<file path="src/rtl/decrement_pkg.sv">
// Shared types and constants for the decrement datapath stage.
// The result field is sized for the widest legal operand; narrower builds use only the low WIDTH bits.
package decrement_pkg;

    localparam int DEFAULT_WIDTH = 8;
    localparam int MAX_WIDTH     = 64;

    typedef struct packed {
        logic [MAX_WIDTH-1:0] result;
        logic                 underflow;
        logic                 zero;
    } dec_result_t;

endpackage

</file>
<file path="src/rtl/decrement_core.sv">
// Combinational decrement-by-one with underflow and zero flags.
// Define SATURATE_EN to floor the result at zero instead of wrapping.
module decrement_core
    import decrement_pkg::*;
#(
    parameter int WIDTH = DEFAULT_WIDTH
) (
    input  logic [WIDTH-1:0] a,
    output dec_result_t      res
);

    // Shifting by MAX_WIDTH yields zero, so the mask is all ones when WIDTH == MAX_WIDTH.
    localparam logic [MAX_WIDTH-1:0] MASK = ~({MAX_WIDTH{1'b1}} << WIDTH);

    logic [MAX_WIDTH-1:0] a_ext;

    always_comb begin
        a_ext            = '0;
        a_ext[WIDTH-1:0] = a;
        res              = '0;
        res.underflow    = (a_ext == '0);
`ifdef SATURATE_EN
        if (a_ext == '0) begin
            res.result = '0;
            res.zero   = 1'b1;
        end else begin
            res.result = (a_ext - 64'd1) & MASK;
            res.zero   = (a_ext == 64'd1);
        end
`else
        res.result = (a_ext - 64'd1) & MASK;
        res.zero   = (a_ext == 64'd1);
`endif
    end

endmodule

</file>
<file path="src/rtl/decrement_unit.sv">
// Registered decrement-by-one stage with valid/ready flow control on both sides.
// Optional SATURATE_EN build floors a zero operand at zero (see decrement_core).
module decrement_unit
    import decrement_pkg::*;
#(
    parameter int WIDTH = DEFAULT_WIDTH
) (
    input  logic             clk,
    input  logic             rst,
    input  logic             in_valid,
    output logic             in_ready,
    input  logic [WIDTH-1:0] a,
    output logic             out_valid,
    input  logic             out_ready,
    output logic [WIDTH-1:0] decremented_result,
    output logic             underflow,
    output logic             zero
);

    // Handshake: a transfer happens on a rising edge where valid and ready are both high.
    // The single result register may be refilled on the same edge it is drained.
    dec_result_t core_res;
    dec_result_t res_q;
    logic        valid_q;
    logic        accept;
    logic        unused_hi;

    decrement_core #(
        .WIDTH(WIDTH)
    ) u_core (
        .a  (a),
        .res(core_res)
    );

    assign in_ready = !valid_q || out_ready;
    assign accept   = in_valid && in_ready;

    always_ff @(posedge clk or posedge rst) begin
        if (rst) begin
            valid_q <= 1'b0;
            res_q   <= '0;
        end else if (accept) begin
            valid_q <= 1'b1;
            res_q   <= core_res;
        end else if (out_ready) begin
            valid_q <= 1'b0;
        end
    end

    assign out_valid          = valid_q;
    assign decremented_result = res_q.result[WIDTH-1:0];
    assign underflow          = res_q.underflow;
    assign zero               = res_q.zero;

    // Bits above WIDTH are always zero and intentionally unused.
    assign unused_hi = |res_q.result;

endmodule

</file>
<file path="config.mk">
export PLATFORM = sky130hd
export DESIGN_NAME = decrement_unit
export DESIGN_NICKNAME = d
export VERILOG_FILES = /design/src/rtl/decrement_pkg.sv /design/src/rtl/decrement_core.sv /design/src/rtl/decrement_unit.sv
export SDC_FILE = /design/constraint.sdc
export NUM_CORES = 1
export LEC_CHECK = 0
export ABC_CLOCK_PERIOD_IN_PS = 1300
export CAP_MARGIN = 0
export CORE_UTILIZATION = 40
export CTS_BUF_LIST = sky130_fd_sc_hd__clkbuf_16
export DETAILED_ROUTE_END_ITERATION = 16
export PLACE_DENSITY = 0.76
export SYNTH_ARGS = -nofsm -noshare
export SYNTH_HDL_FRONTEND = slang
export SYNTH_SLANG_ARGS = --single-unit
</file>
<file path="constraint.sdc">
create_clock -name clk -period 1.3 [get_ports clk]
set_input_delay 0.195 -clock clk [delete_from_list [all_inputs] [get_ports clk]]
set_output_delay 0.195 -clock clk [all_outputs]
set_load 0.05 [all_outputs]
</file>
### After elaboration in Yosys (flattened, before gate mapping)

Index checks and enable logic that the tools add are counted.

* output and inout bits: 12
* word-level logic and storage cells: 13
* input port bits: 12
* flip-flop bits (word level): 11

* add/sub/neg operators: 1
* multiplexer cells: 2
* equality and inequality tests: 1
* reductions and logical operators: 5

Operators with widths (count)
* equality test 8 x 1 -> 1 bit, second input constant: 1
* zero test 8 bit: 1
* subtractor 8 x 1 -> 8 bit, second input constant: 1
* two-way mux 1 bit: 2
* nonzero test 2 bit: 1
* logical AND 1 bit: 1
* zero test 1 bit: 1
* logical OR 1 bit: 1

### Longest topological paths before layout

* depth after elaboration: 4
* gate-level depth with buffers: 5
* gate-level depth less buffers: 5

### Modules after synthesis

Synthesis repeated with hierarchy kept, for this count alone.

* cell total of the unflattened synthesis: 105
* area, all modules: 1064.8 sq um

By module, submodules not included
* decrement_core: sequential area each 0.0 sq um, cells an instance 80, instances 1, area an instance 595.6 sq um
* decrement_unit: sequential area each 275.3 sq um, cells an instance 25, instances 1, area an instance 469.2 sq um

### Worst setup path before layout

OpenSTA, ideal clock, no wires.

* kind: reg2reg
* start: register valid_q (netlist: out_valid)
* end: register res_q (netlist bit underflow)
* setup slack: -0.520 ns
* cell stages (with the launch flop): 5
* setup time: 0.122 ns
* arrival: 1.697 ns
* path buffers: 1
* cells stage by stage: dfrtp_1 -> nand2b_1 -> buf_1 -> nand2_1 -> o2bb2ai_1

* cells in the longest elaborated chain, start to end: 3

Ends and longest elaborated chain
* from (decl): line decrement_unit.sv:24 `logic valid_q;`
* from (signal assigned): line decrement_unit.sv:40 `valid_q <= 1'b0;`
* from (signal assigned): line decrement_unit.sv:43 `valid_q <= 1'b1;`
* from (signal assigned): line decrement_unit.sv:46 `valid_q <= 1'b0;`
* zero test 1 bit: line decrement_unit.sv:35 `assign in_ready = !valid_q || out_ready;`
* logical OR 1 bit: line decrement_unit.sv:35
* via in_ready: line decrement_unit.sv:11 `output logic in_ready,`
* logical AND 1 bit: line decrement_unit.sv:36 `assign accept = in_valid && in_ready;`
* to (signal assigned): line decrement_unit.sv:44 `res_q <= core_res;`
* to (decl): line decrement_unit.sv:23 `dec_result_t res_q;`

The timed path passes the listed nets, and every way through them passes these cells.
A chain may end at the register's enable or synchronous reset.

### Worst setup path after layout

* start: input a[0]
* end: register res_q (netlist bit decremented_result[7])

* cells in the longest elaborated chain, start to end: 1

Ends and longest elaborated chain
* from (decl): line decrement_unit.sv:12 `input logic [WIDTH-1:0] a,`
* subtractor 8 x 1 -> 8 bit: line decrement_core.sv:31 `res.result = (a_ext - 64'd1) & MASK;`

Every way passes these cells.

==> impl_metrics.env <==
export IMPL_run_status="completed"
export IMPL_timing_critical_path_from_type="primary input"
export IMPL_max_cap_violations=0
export IMPL_global_router_s_overall_resource_usage=0.2667
export IMPL_final_layout_size_suffix_gt1_frac=0.4343
export IMPL_total_leakage_power_nw=0.5200
export IMPL_num_rows=13
export IMPL_ioPinCount=24
export IMPL_ys_async_sr_fraction=1.000
export IMPL_worstSkewPairLatency_ns=0.24
export IMPL_ant_nets=0
export IMPL_hold_violations=0
export IMPL_class_of_the_worst_hold_path="in2async"
export IMPL_n_antenna_cell=0
export IMPL_core_area_um2=1318
export IMPL_total_nets_after_synthesis=74
export IMPL_die_area_um2=1585
export IMPL_vias_per_cell=5.535
export IMPL_max_freq_ghz=0.7949
export IMPL_cts_buffers=3
export IMPL_cts_htree_levels=1
export IMPL_critical_path_peak_fanout=6
export IMPL_start_util=0.4340
export IMPL_crit_type="in2reg"
export IMPL_xor_xnor_fraction_of_synth_area=0.03063
export IMPL_floorplan_die_height_um=39.81
export IMPL_cts_hold_buf=0
export IMPL_hpwl_um=1183
export IMPL_synth_enable_flop_cells=0
export IMPL_reg2regPathDepth=5
export IMPL_port_buffers=23
export IMPL_floorplan_die_width_um=39.81
export IMPL_slowest_stage="or3_4"
export IMPL_crit_path_dat_ns=1.42
export IMPL_finalHoldWorstSlack_ns=0.2608
export IMPL_critPathRequiredTime_ns=1.46
export IMPL_setup_repair_after_global_routing_missed_its_margin="false"
export IMPL_num_vias=631
export IMPL_final_min_period_over_clock_period=0.9677
export IMPL_global_route_wire_length_before_repair_um=2566
export IMPL_worstReg2RegStart="out_valid"
export IMPL_area_growth_synth_to_final_pct=100.2
export IMPL_timing_final_max_slew_violations=0
export IMPL_post_place_ws_ns=-0.4907
export IMPL_totalPowerFinal_mw=1.473
export IMPL_slew_headroom=0.7125
export IMPL_cts_reportedPaths_clkPinSlew_ns=0.04
export IMPL_synth_compound_gate_area_share=0.2188
export IMPL_synth_seq_area_share=0.4814
export IMPL_cpPeakStageDelay_ns=0.39
export IMPL_ys_warn_count=0
export IMPL_summed_area_of_non_filler_cells_in_the_final_layout_um2=1145
export IMPL_wl_per_cell_um=15.36
export IMPL_post_route_drc_count=0
export IMPL_ys_flop_type="dfrtp_1"
export IMPL_grt_remaining_overflow=0
export IMPL_finalWeightedCongestion=0.8476
export IMPL_skew_ns=0.003397
export IMPL_power_ir_vdd_worst_mv=1.061
export IMPL_total_placed_instance_area_um2=1036
export IMPL_worst_r2r_endpoint="underflow"
export IMPL_tritoncts="built"
export IMPL_tightest_slew_ns=0.4308
export IMPL_number_of_global_route_vias_before_repair=587
export IMPL_grt_antenna_before_repair=0
export IMPL_adder_and_majority_gate_portion_of_the_synthesized_area=0.06565
export IMPL_cts_path_max_buffers=2
export IMPL_synth_area_per_cell_um2=9.691
export IMPL_layout_setup_ws_ns=0.04196
export IMPL_pin_count_of_the_biggest_net_entering_global_routing=14
export IMPL_critPathCaptureType="flip-flop"
export IMPL_synth_seq_cells=11
export IMPL_final_period_demand_of_the_worst_path_ns=1.258
export IMPL_yosys_cell_types_count=19
export IMPL_p_per_area_nw_per_um2=1287
export IMPL_path_cells="dlygate4sd2_1 > or3_4 > or3_1 > a31oi_1"
export IMPL_synthesis_area_um2=571.8
export IMPL_synth_mux_area_frac=0
export IMPL_postRouteWirelength_um=1751
export IMPL_instance_count_of_the_mapped_netlist=59
export IMPL_dr_first_iter_drc_count=11
export IMPL_final_core_util=0.8689
export IMPL_clock_sinks=11
export IMPL_timing_final_setup_violations=0
export IMPL_largest_family_of_logic_cells_by_synthesized_area="compound AO/OA/AOI/OAI gates"
export IMPL_final_nets=115
export IMPL_worst_r2r_setup_slack_ns=0.13
export IMPL_layout_filler_cells=68
export IMPL_clk_root_buf="clkbuf_16"
export IMPL_detailedRoute_firstPassIterationCount=4
export IMPL_yosys_area_share_simple=0.1575
## stage by stage
stage,cells,setup TNS [ns]
after floorplan,59,0
after global placement,108,-3.190
after detailed placement,108,-3.439
after CTS,112,0
after global routing,114,0
final,114,0
## worst max path at each step
stage	slack [ns]	startpoint	end
floorplan	0.004	a[4]	decremented_result[7]
global placement	-0.45	a[3]	decremented_result[7]
detailed placement	-0.49	a[3]	decremented_result[7]
CTS	0.0008	out_ready	in_ready
global route	0.01	out_ready	decremented_result[3]
finish	0.04	a[0]	decremented_result[7]
## cells in the mapped netlist (all sizes together) (2+ instances only)
cell     instances  area (um2)
a21oi           12       60.06
a31oi            4       25.02
clkbuf           2       7.510
dfrtp           11       275.3
ha               3       37.54
inv              4       15.01
nand2b           2       12.51
nand3            2       10.01
o21ai            3       15.01
o2bb2ai          2       17.52
or3              5       31.28
or4              2       18.77
xnor2            2       17.52
## per-layer routing
metal	global-route usage	vias up	wire length [um]
met1	0.2964	308	779
met3	0.1080	2	100
met2	0.4467	26	859
li1	-	295	-
met4	0.1034	0	12
met5	0	-	0
## cell usage in the layout (no fill, tap or decap), drive strengths merged
cell type and instances:
or3 5, a21oi 12, nand2b 2, ha 3, inv 5, or4 2, o21ai 3, xnor2 2
a31oi 4, o2bb2ai 2, nand3 2, nand2 1, and2 1, buf 29, dfrtp 11, clkdlybuf4s50 4
dlygate4sd2 2, nor3b 1, o31ai 1, dlymetal6s2s 1, clkbuf 6
## critical path: cells and delay by family
kind                   cells  cell delay, ns
AND/OR/NAND/NOR            2            0.74
buffers and inverters      1            0.31
AO/OA/AOI/OAI              1            0.17
## power breakdown
group	leakage, nW	switching [mW]	internal (mW)
Combinational	0.351	0.250	0.244
Sequential	0.126	0.0423	0.383
Clock	0.0423	0.151	0.404
Total	0.520	0.443	1.03
## state kept, by name, indices dropped and copies added, names as in the netlist
signal,flops
decremented_result,8
out_valid,1
underflow,1
zero,1
## cell families (layout without fill, tap and decap cells)
| group | Yosys count | in the layout |
|---|---|---|
| AOI/OAI and AO/OA | 22 | 22 |
| adders and majority gates | 3 | 3 |
| and+or+nand+nor | 14 | 14 |
| buffers and inverters | 7 | 47 |
| DFF | 11 | 11 |
| xor gates and xnor gates | 2 | 2 |
## cell type report
class | instances | area [um2] | share of cell area
timing repair buffer | 39 | 457.9 | 0.4000
multi-input combinational | 41 | 297.8 | 0.2601
sequential | 11 | 276.5 | 0.2415
clock buffer | 3 | 75.07 | 0.06557
tap | 15 | 18.77 | 0.01639
inverter | 4 | 15.01 | 0.01311
clock inverter | 1 | 3.754 | 0.003279
## timing repair
| item | CTS | global route |
|---|---|---|
| pin swaps | 5 | 6 |
| endpoints found under the hold margin | 0 | 0 |
| gates resized for setup | 15 | 9 |
| setup endpoints to repair | 9 | 5 |
| buffers inserted | 0 | 2 |
(Power assumes the default switching activity.)
